### src/rtl/mat_mul_pkg.sv
// Shared types and defaults for the matrix-multiply address sequencer.
// Holds the FSM state encoding, default dimensions and a width helper.
package mat_mul_pkg;

  typedef enum logic [1:0] {
    IDLE = 2'd0,
    RUN  = 2'd1,
    DONE = 2'd2
  } mat_state_e;

  localparam int MAT_M_DEF = 1;
  localparam int MAT_K_DEF = 8;
  localparam int MAT_N_DEF = 16;

  // Counter/address width that never collapses to zero bits.
  function automatic int clog2_min1(input int v);
    return (v <= 2) ? 1 : $clog2(v);
  endfunction

endpackage

### src/rtl/mat_wrap_cnt.sv
// Modulo-MAX counter with increment, synchronous clear and a wrap strobe
// used to chain the k -> j -> i loop counters.
module mat_wrap_cnt
  import mat_mul_pkg::*;
#(
  parameter int MAX = 2,
  localparam int W = clog2_min1(MAX)
) (
  input  logic         clk,
  input  logic         rst,
  input  logic         clr_i,
  input  logic         inc_i,
  output logic [W-1:0] cnt_o,
  output logic         first_o,
  output logic         last_o,
  output logic         wrap_o
);

  localparam logic [W-1:0] LAST = W'(MAX - 1);

  logic [W-1:0] cnt_q, cnt_d;

  always_comb begin
    cnt_d = cnt_q;
    if (clr_i) begin
      cnt_d = '0;
    end else if (inc_i) begin
      cnt_d = (cnt_q == LAST) ? '0 : cnt_q + 1'b1;
    end
  end

  always_ff @(posedge clk) begin
    if (rst) begin
      cnt_q <= '0;
    end else begin
      cnt_q <= cnt_d;
    end
  end

  assign cnt_o   = cnt_q;
  assign first_o = (cnt_q == '0);
  assign last_o  = (cnt_q == LAST);
  assign wrap_o  = inc_i & last_o;

endmodule

### src/rtl/mat_addr_gen.sv
// A/B read-address sequencer for C = A*B, walking i/j/k with a start/done handshake.
// Optional C write-back addressing is compiled in with MAT_ADDR_GEN_WB_EN.
module mat_addr_gen
  import mat_mul_pkg::*;
#(
  parameter int M_DIM = MAT_M_DEF,
  parameter int K_DIM = MAT_K_DEF,
  parameter int N_DIM = MAT_N_DEF,
  localparam int AW_A = clog2_min1(M_DIM * K_DIM),
  localparam int AW_B = clog2_min1(K_DIM * N_DIM),
  localparam int AW_C = clog2_min1(M_DIM * N_DIM)
) (
  input  logic            clk,
  input  logic            rst,
  input  logic            start,
  input  logic            addr_ready,
  output logic            addr_valid,
  output logic [AW_A-1:0] addr_a,
  output logic [AW_B-1:0] addr_b,
  output logic            first_k,
  output logic            last_k,
  output logic            busy,
  output logic            done
`ifdef MAT_ADDR_GEN_WB_EN
  ,
  output logic [AW_C-1:0] addr_c,
  output logic            c_we
`endif
);

  localparam int WI = clog2_min1(M_DIM);
  localparam int WJ = clog2_min1(N_DIM);
  localparam int WK = clog2_min1(K_DIM);

  // Steps only used when they fit: K_STEP needs M_DIM>1, N_STEP needs K_DIM>1.
  localparam logic [AW_A-1:0] K_STEP = AW_A'(K_DIM);
  localparam logic [AW_B-1:0] N_STEP = AW_B'(N_DIM);

  mat_state_e state_q, state_d;

  logic [AW_A-1:0] a_base_q, a_base_d;
  logic [AW_A-1:0] addr_a_q, addr_a_d;
  logic [AW_B-1:0] addr_b_q, addr_b_d;

  logic beat, start_run;
  logic k_first, k_last, k_wrap, j_wrap, i_wrap;
  logic [WJ-1:0] j_cnt;
  logic [WK-1:0] unused_k_cnt;
  logic [WI-1:0] unused_i_cnt;
  logic unused_j_first, unused_j_last, unused_i_first, unused_i_last;

  assign addr_valid = (state_q == RUN);
  assign busy       = (state_q == RUN);
  assign done       = (state_q == DONE);
  assign beat       = addr_valid & addr_ready;
  assign start_run  = (state_q == IDLE) & start;

  mat_wrap_cnt #(.MAX(K_DIM)) u_k_cnt (
    .clk     (clk),
    .rst     (rst),
    .clr_i   (start_run),
    .inc_i   (beat),
    .cnt_o   (unused_k_cnt),
    .first_o (k_first),
    .last_o  (k_last),
    .wrap_o  (k_wrap)
  );

  mat_wrap_cnt #(.MAX(N_DIM)) u_j_cnt (
    .clk     (clk),
    .rst     (rst),
    .clr_i   (start_run),
    .inc_i   (k_wrap),
    .cnt_o   (j_cnt),
    .first_o (unused_j_first),
    .last_o  (unused_j_last),
    .wrap_o  (j_wrap)
  );

  mat_wrap_cnt #(.MAX(M_DIM)) u_i_cnt (
    .clk     (clk),
    .rst     (rst),
    .clr_i   (start_run),
    .inc_i   (j_wrap),
    .cnt_o   (unused_i_cnt),
    .first_o (unused_i_first),
    .last_o  (unused_i_last),
    .wrap_o  (i_wrap)
  );

  always_comb begin
    state_d = state_q;
    case (state_q)
      IDLE:    if (start) state_d = RUN;
      RUN:     if (i_wrap) state_d = DONE;
      DONE:    state_d = IDLE;
      default: state_d = IDLE;
    endcase
  end

  // Incremental addressing: the final beat wraps every register back to zero.
  always_comb begin
    a_base_d = a_base_q;
    addr_a_d = addr_a_q;
    addr_b_d = addr_b_q;
    if (beat) begin
      if (i_wrap) begin
        a_base_d = '0;
        addr_a_d = '0;
        addr_b_d = '0;
      end else if (j_wrap) begin
        a_base_d = a_base_q + K_STEP;
        addr_a_d = a_base_q + K_STEP;
        addr_b_d = '0;
      end else if (k_wrap) begin
        addr_a_d = a_base_q;
        addr_b_d = AW_B'(j_cnt) + AW_B'(1);
      end else begin
        addr_a_d = addr_a_q + AW_A'(1);
        addr_b_d = addr_b_q + N_STEP;
      end
    end
  end

  always_ff @(posedge clk) begin
    if (rst) begin
      state_q  <= IDLE;
      a_base_q <= '0;
      addr_a_q <= '0;
      addr_b_q <= '0;
    end else begin
      state_q  <= state_d;
      a_base_q <= a_base_d;
      addr_a_q <= addr_a_d;
      addr_b_q <= addr_b_d;
    end
  end

  assign addr_a  = addr_a_q;
  assign addr_b  = addr_b_q;
  assign first_k = addr_valid & k_first;
  assign last_k  = addr_valid & k_last;

`ifdef MAT_ADDR_GEN_WB_EN
  // c_idx tracks i*N_DIM+j of the dot product in flight; published one cycle after its last_k beat.
  logic [AW_C-1:0] c_idx_q, c_idx_d;
  logic [AW_C-1:0] addr_c_q, addr_c_d;
  logic            c_we_q, c_we_d;

  always_comb begin
    c_idx_d  = c_idx_q;
    addr_c_d = addr_c_q;
    c_we_d   = beat & k_wrap;
    if (beat & k_wrap) begin
      addr_c_d = c_idx_q;
      c_idx_d  = i_wrap ? '0 : c_idx_q + AW_C'(1);
    end
  end

  always_ff @(posedge clk) begin
    if (rst) begin
      c_idx_q  <= '0;
      addr_c_q <= '0;
      c_we_q   <= 1'b0;
    end else begin
      c_idx_q  <= c_idx_d;
      addr_c_q <= addr_c_d;
      c_we_q   <= c_we_d;
    end
  end

  assign addr_c = addr_c_q;
  assign c_we   = c_we_q;
`endif

endmodule

### config.mk
export PLATFORM = sky130hd
export DESIGN_NAME = mat_addr_gen
export DESIGN_NICKNAME = d
export VERILOG_FILES = /design/src/rtl/mat_mul_pkg.sv /design/src/rtl/mat_wrap_cnt.sv /design/src/rtl/mat_addr_gen.sv
export SDC_FILE = /design/constraint.sdc
export NUM_CORES = 1
export LEC_CHECK = 0
export BUFFER_PORTS_ARGS = -buffer_cell sky130_fd_sc_hd__clkbuf_2
export CORE_AREA = 2 2 45 47
export DETAILED_ROUTE_END_ITERATION = 6
export DIE_AREA = 0 0 47 49
export GPL_TIMING_DRIVEN = 1
export PLACE_DENSITY = 0.77
export SLEW_MARGIN = 15
export SYNTH_ARGS = -nofsm -noshare
export SYNTH_HDL_FRONTEND = slang
export SYNTH_SLANG_ARGS = --single-unit
### constraint.sdc
create_clock -name clk -period 1.8 [get_ports clk]
set_input_delay 0.18 -clock clk [delete_from_list [all_inputs] [get_ports clk]]
set_output_delay 0.18 -clock clk [all_outputs]
set_load 0.01 [all_outputs]
### After elaboration in Yosys (flattened, before gate mapping)

Index checks and enable logic that the tools add are counted.

| word-level totals | value |
|---|---|
| logic and storage cells | 45 |
| memories kept | 0 |
| ROM bits | 0 |
| register bits after elaboration | 23 |
| memory bits (writable) | 0 |
| latch bits | 0 |
| bits of input ports | 4 |
| output and inout bits | 15 |

| cells by class | value |
|---|---|
| $add $sub $neg | 6 |
| order comparisons | 0 |
| shift-type cells | 0 |
| reductions and logical operators | 5 |
| equality and inequality tests | 6 |
| divide/modulo/power cells | 0 |
| $mul | 0 |
| multiplexer cells | 13 |
| bitwise gates (word level) | 8 |

Operators with widths:

| kind | number |
|---|---|
| $mux 7 | 3 |
| $mux 3 | 5 |
| $add 7x5->7 const B | 1 |
| $and 1x1->1 | 7 |
| $add 3x1->3 const B | 2 |
| $add 4x1->5 const B | 1 |
| $add 4x1->4 const B | 1 |
| $eq 4x4->1 const B | 1 |
| $mux 2 | 2 |
| $mux 4 | 1 |
| $pmux 2 s2 | 1 |
| $reduce_and 2->1 | 2 |
| $eq 3x3->1 const B | 1 |
| $logic_not 3->1 | 1 |
| $eq 2x1->1 const B | 1 |
| $eq 2x2->1 const B | 1 |
| $logic_not 2->1 | 1 |
| $ne 2x1->1 const B | 1 |
| $ne 2x2->1 const B | 1 |
| $reduce_or 2->1 | 1 |
| $add 1x1->1 const B | 1 |
| $mux 1 | 1 |
| $not 1->1 | 1 |

### Logic depth before layout (Yosys ltp)

| logic depth | value |
|---|---|
| word-level depth | 7 |
| mapped depth | 6 |
| depth with buffers taken out | 5 |

### Cells and area by module

A second synthesis with hierarchy kept.

| second synthesis, totals | value |
|---|---|
| cells, all modules | 116 |
| area, all modules | 1062.3 um^2 |

Modules (own cells, without submodules):

| module | area each (um^2) | sequential area each (um^2) | times used | cells each |
|---|---|---|---|---|
| mat_addr_gen | 621.8 | 240.2 | 1 | 69 |
| mat_wrap_cnt at u_j_cnt | 209.0 | 80.1 | 1 | 22 |
| mat_wrap_cnt at u_k_cnt | 193.9 | 60.1 | 1 | 19 |
| mat_wrap_cnt at u_i_cnt | 37.5 | 0.0 | 1 | 6 |

### Least setup slack after synthesis

Ideal clock, no wire load.

| timing path | value |
|---|---|
| path kind | register -> register |
| from | register u_k_cnt.cnt_q[0] (netlist: u_k_cnt.cnt_o[0]) |
| to | register addr_a_q[2] (netlist: addr_a[2]) |
| setup slack | 0.274 ns |
| data required time | 1.729 ns |
| clock period less this slack | 1.526 ns |
| arrival | 1.455 ns |
| library setup time | 0.071 ns |
| cell stages (with the launch flop) | 6 |
| buffers on the path | 1 |
| path through | dfxtp_1 ha_1 ha_1 clkbuf_1 or4b_1 a21oi_1 |

| between the ends | value |
|---|---|
| word-level cells in the longest chain between the ends | 5 |
| elaborated cells on any way between the ends | 7 |
| classes of those cells | eq/ne (1); mux (3); bitwise (3) |

RTL lines:

| what | line | source |
|---|---|---|
| start: declaration | mat_wrap_cnt.sv:21 | `logic [W-1:0] cnt_q, cnt_d;` |
| start signal: assignment | mat_wrap_cnt.sv:36 | `cnt_q <= cnt_d;` |
| $eq 3x3->1 * | mat_wrap_cnt.sv:42 | `assign last_o = (cnt_q == LAST);` |
| $and 1x1->1 * | mat_wrap_cnt.sv:43 | `assign wrap_o = inc_i & last_o;` |
| $mux 3 / $and 1x1->1 (equally long branches) | mat_addr_gen.sv:115, mat_wrap_cnt.sv:43 |  |
| $mux 3 / $and 1x1->1 (equally long branches) | mat_addr_gen.sv:111, mat_wrap_cnt.sv:43 |  |
| $mux 3 * | mat_addr_gen.sv:107 | `if (i_wrap) begin` |
| end signal: assignment | mat_addr_gen.sv:134 | `addr_a_q <= addr_a_d;` |
| end: declaration | mat_addr_gen.sv:42 | `logic [AW_A-1:0] addr_a_q, addr_a_d;` |

Mark *: on every way between the ends. The rest lies on a longest branch, timed or not.
A chain may end at the register's enable or synchronous reset.

### Final worst setup path

| timing path | value |
|---|---|
| from | register u_k_cnt.cnt_q[0] (netlist: u_k_cnt.cnt_o[0]) |
| to | register addr_b_q[2] (netlist: addr_b[2]) |

| between the ends | value |
|---|---|
| word-level cells in the longest chain between the ends | 5 |
| elaborated cells on any way between the ends | 7 |
| classes of those cells | eq/ne (1); mux (3); bitwise (3) |

RTL lines:

| what | line | source |
|---|---|---|
| $eq 3x3->1 * | mat_wrap_cnt.sv:42 |  |
| $and 1x1->1 * | mat_wrap_cnt.sv:43 |  |
| $mux 7 / $and 1x1->1 (equally long branches) | mat_addr_gen.sv:115, mat_wrap_cnt.sv:43 |  |
| $mux 7 / $and 1x1->1 (equally long branches) | mat_addr_gen.sv:111, mat_wrap_cnt.sv:43 |  |
| $mux 7 * | mat_addr_gen.sv:107 |  |
| end signal: assignment | mat_addr_gen.sv:135 | `addr_b_q <= addr_b_d;` |
| end: declaration | mat_addr_gen.sv:43 | `logic [AW_B-1:0] addr_b_q, addr_b_d;` |

Marks and branches as above.

==> flow_metrics.env <==
export IMPL_syn_nets=108
export IMPL_ctsHoldBuffers=0
export IMPL_cts_root_buf="clkbuf_4"
export IMPL_yosysUniqueCellTypes=30
export IMPL_rr_worst_depth=5
export IMPL_powerDensity_mw_per_mm2=692
export IMPL_diodes=0
export IMPL_grt_usage_pct=15.7
export IMPL_detail_route_wl_per_cell_um=11.5
export IMPL_grt_pass1_wl_um=2660
export IMPL_grt_overflow=0
export IMPL_multiInputGateArea_um2=475
export IMPL_skew_ps=8.22
export IMPL_avgSynthCellArea_um2=9.06
export IMPL_nFillCells=187
export IMPL_synth_area_top_cells="dfxtp_1 43%, ha_1 8.5%, a21oi_1 6.8%"
export IMPL_min_path_cells=3
export IMPL_worstHoldPathType="input port to flop"
export IMPL_cts_sinks=19
export IMPL_clock_fmax_ghz=0.626
export IMPL_cp_num_buf_inv=0
export IMPL_cp_slowest_cell="dfxtp_1"
export IMPL_reg2reg_slack_ps=200
export IMPL_maxCapViolCount=0
export IMPL_htree_levels=1
export IMPL_cts_tree="built"
export IMPL_holdPathEnd="state_q[0]$_SDFFE_PP0P_"
export IMPL_finalWirelength_um=1640
export IMPL_vias_per_cell=5.12
export IMPL_core_mm2=0.00184
export IMPL_cp_required_ps=2010
export IMPL_power_internal_mw=0.535
export IMPL_setup_viol=0
export IMPL_synth_warnings=0
export IMPL_r2r_end="addr_b[2]$_SDFFE_PP0P_"
export IMPL_route_detailed_drc=0
export IMPL_post_route_period_util_pct=88.8
export IMPL_p_leak_nw=0.437
export IMPL_dp_hpwl_um=1200
export IMPL_ir_drop_uv=362
export IMPL_syn_cell_area_um2=888
export IMPL_p_clk_share_pct=31.1
export IMPL_vias=732
export IMPL_die_w_um=47
export IMPL_gp_congestion=0.682
export IMPL_nets=127
export IMPL_worstPathCellList="ha_1, ha_2, and4b_2, nor2_1, a211oi_1"
export IMPL_cts_path_max_buffers=2
export IMPL_combPwrFrac_pct=7.5
export IMPL_first_global_vias=645
export IMPL_timing_slew_headroom_pct=81.7
export IMPL_die_y_um=49
export IMPL_grt_max_degree=16
export IMPL_critPathKind="flop to flop"
export IMPL_ys_seq_elements=19
export IMPL_rsz0062_at_grt="false"
export IMPL_timing_hold_ws_ps=140
export IMPL_portBuffers=18
export IMPL_floorplan_initialDensity_pct=48.2
export IMPL_cpPeakStageDelay_ps=390
export IMPL_seq_area_frac_synth_pct=42.8
export IMPL_num_rows=16
export IMPL_drtIter0Drc=5
export IMPL_hold_viol=0
export IMPL_dieArea_mm2=0.00230
export IMPL_cts_clk_slew_worst_paths_ps=120
export IMPL_arrival_ps=1800
export IMPL_syn_inst=98
export IMPL_final_cell_mix="19 x dfxtp_1, 18 x clkbuf_2, 12 x a21oi_1"
export IMPL_path_max_fanout=11
export IMPL_tightest_slew_ps=274
export IMPL_synth_top_area_cell="dfxtp_1"
export IMPL_drtAntennaViolNets=0
export IMPL_finalCriticalPeriod_ps=1600
export IMPL_area_growth_pct=15.8
export IMPL_antenna_found_initial=0
export IMPL_p_seq_share_pct=61.4
export IMPL_yosysTopAreaCellShare_pct=42.8
export IMPL_worst_path_dominant_cell_family="adder cells"
export IMPL_slew_violations=0
export IMPL_cp_end_kind="flop"
export IMPL_drive_above_1_share_pct=25.0
export IMPL_crit_path_start_kind="flop"
export IMPL_drtPass1Iterations=4
export IMPL_status="finished, final reports clean"
export IMPL_tns_ps=0
export IMPL_clk_latency_ps=300
export IMPL_r2r_start="u_k_cnt.cnt_o[0]$_SDFFE_PP0P_"
export IMPL_hp_start="start"
export IMPL_switching_share_pct=24.8
export IMPL_seqCellArea_um2=380
export IMPL_ios=19
export IMPL_p_sw_mw=0.176
export IMPL_final_common_cell="dfxtp_1"
export IMPL_numCtsBuffers=3
==> sequential cells by signal, summed over array words and instances (netlist names) <==
| signal | count |
|---|---|
| addr_a | 3 |
| addr_b | 7 |
| state_q | 2 |
| u_j_cnt.cnt_o | 4 |
| u_k_cnt.cnt_o | 3 |
==> worst max path at each step <==
| stage | cells past startpoint | startpoint | endpoint |
|---|---|---|---|
| finish | 5 | u_k_cnt.cnt_o[0]$_SDFFE_PP0P_ | addr_b[2]$_SDFFE_PP0P_ |
| global route | 4 | u_k_cnt.cnt_o[0]$_SDFFE_PP0P_ | last_k |
| CTS | 5 | u_k_cnt.cnt_o[0]$_SDFFE_PP0P_ | addr_b[2]$_SDFFE_PP0P_ |
| detailed placement | 5 | u_k_cnt.cnt_o[0]$_SDFFE_PP0P_ | addr_b[2]$_SDFFE_PP0P_ |
| global placement | 5 | u_k_cnt.cnt_o[0]$_SDFFE_PP0P_ | addr_b[2]$_SDFFE_PP0P_ |
| floorplan | 5 | u_k_cnt.cnt_o[0]$_SDFFE_PP0P_ | addr_a[2]$_SDFFE_PP0P_ |
==> kinds of logic (layout without fill, tap and decap cells) <==
family,after synthesis,after routing,synth area share (%)
AND/OR/NAND/NOR,41,41,28.0
AO/OA/AOI/OAI,20,20,12.5
flip-flops,19,19,42.8
buffers and inverters,8,26,4.09
adder cells (fa/ha/maj),6,6,8.45
XOR/XNOR,3,3,2.96
multiplexers,1,1,1.13
==> Yosys cell counts, drive strengths merged <==
cell type   n
a31oi       1
nand4b      1
a21oi      12
and2b       1
inv         3
or3         1
or3b        3
and2        1
a21o        2
a211oi      2
xnor2       1
nand3b      2
dfxtp      19
and4b       2
and3b       2
mux2i       1
clkbuf      2
ha          6
o21ai       3
nand3       3
buf         3
nor4        1
nor3        2
or4b        2
nand2      10
nor2        9
xor2        2
nor2b       1
==> cell type report <==
cell class | instances | area share (%)
clock inverters | 1 | 0.730
multi-input cells | 71 | 46.2
repair buffers | 19 | 9.49
flip-flops and latches | 19 | 37.0
clock buffers | 3 | 2.19
inverters | 3 | 1.09
well taps | 27 | 3.28
==> metrics by stage <==
step,util (%),setup slack (ps),area (um^2),instances,power (mW)
CTS,55.2,51.5,1020,142,0.716
floorplan,-,274,888,98,0.481
global route,55.8,78.3,1030,143,0.748
detailed placement,53.6,83.3,987,138,0.500
finish,55.8,202,1030,143,0.711
global placement,53.6,166,987,138,0.498
==> worst reg2reg max path, cell delays in order, from the launching register on <==
cell and delay (ps):
dfxtp_1 390, ha_1 170, ha_2 270, and4b_2 380
nor2_1 70, a211oi_1 230
==> repair_timing <==
item                                    CTS  global route
buffers inserted                          0             1
endpoints found under the setup margin    0            10
gates resized for setup                   0             2
==> power groups by stage <==
stage	clock [mW]	sequential (mW)	combinational, mW
4_1_cts	0.225	0.437	0.0538
3_3_place_gp	0	0.445	0.0526
6_report	0.221	0.437	0.0532
2_1_floorplan	0	0.447	0.0344
3_5_place_dp	0	0.446	0.0532
5_1_grt	0.249	0.438	0.0615
==> layer usage <==
layer  GRT usage (%)  vias to the layer above  wire length [um]
met2            26.9                       16               827
met3            3.33                        2                57
met1            18.3                      332               747
li1                -                      382                 -
met4            5.56                        0                 8
met5               0                        -                 0
Power figures use the tool's default switching activity.
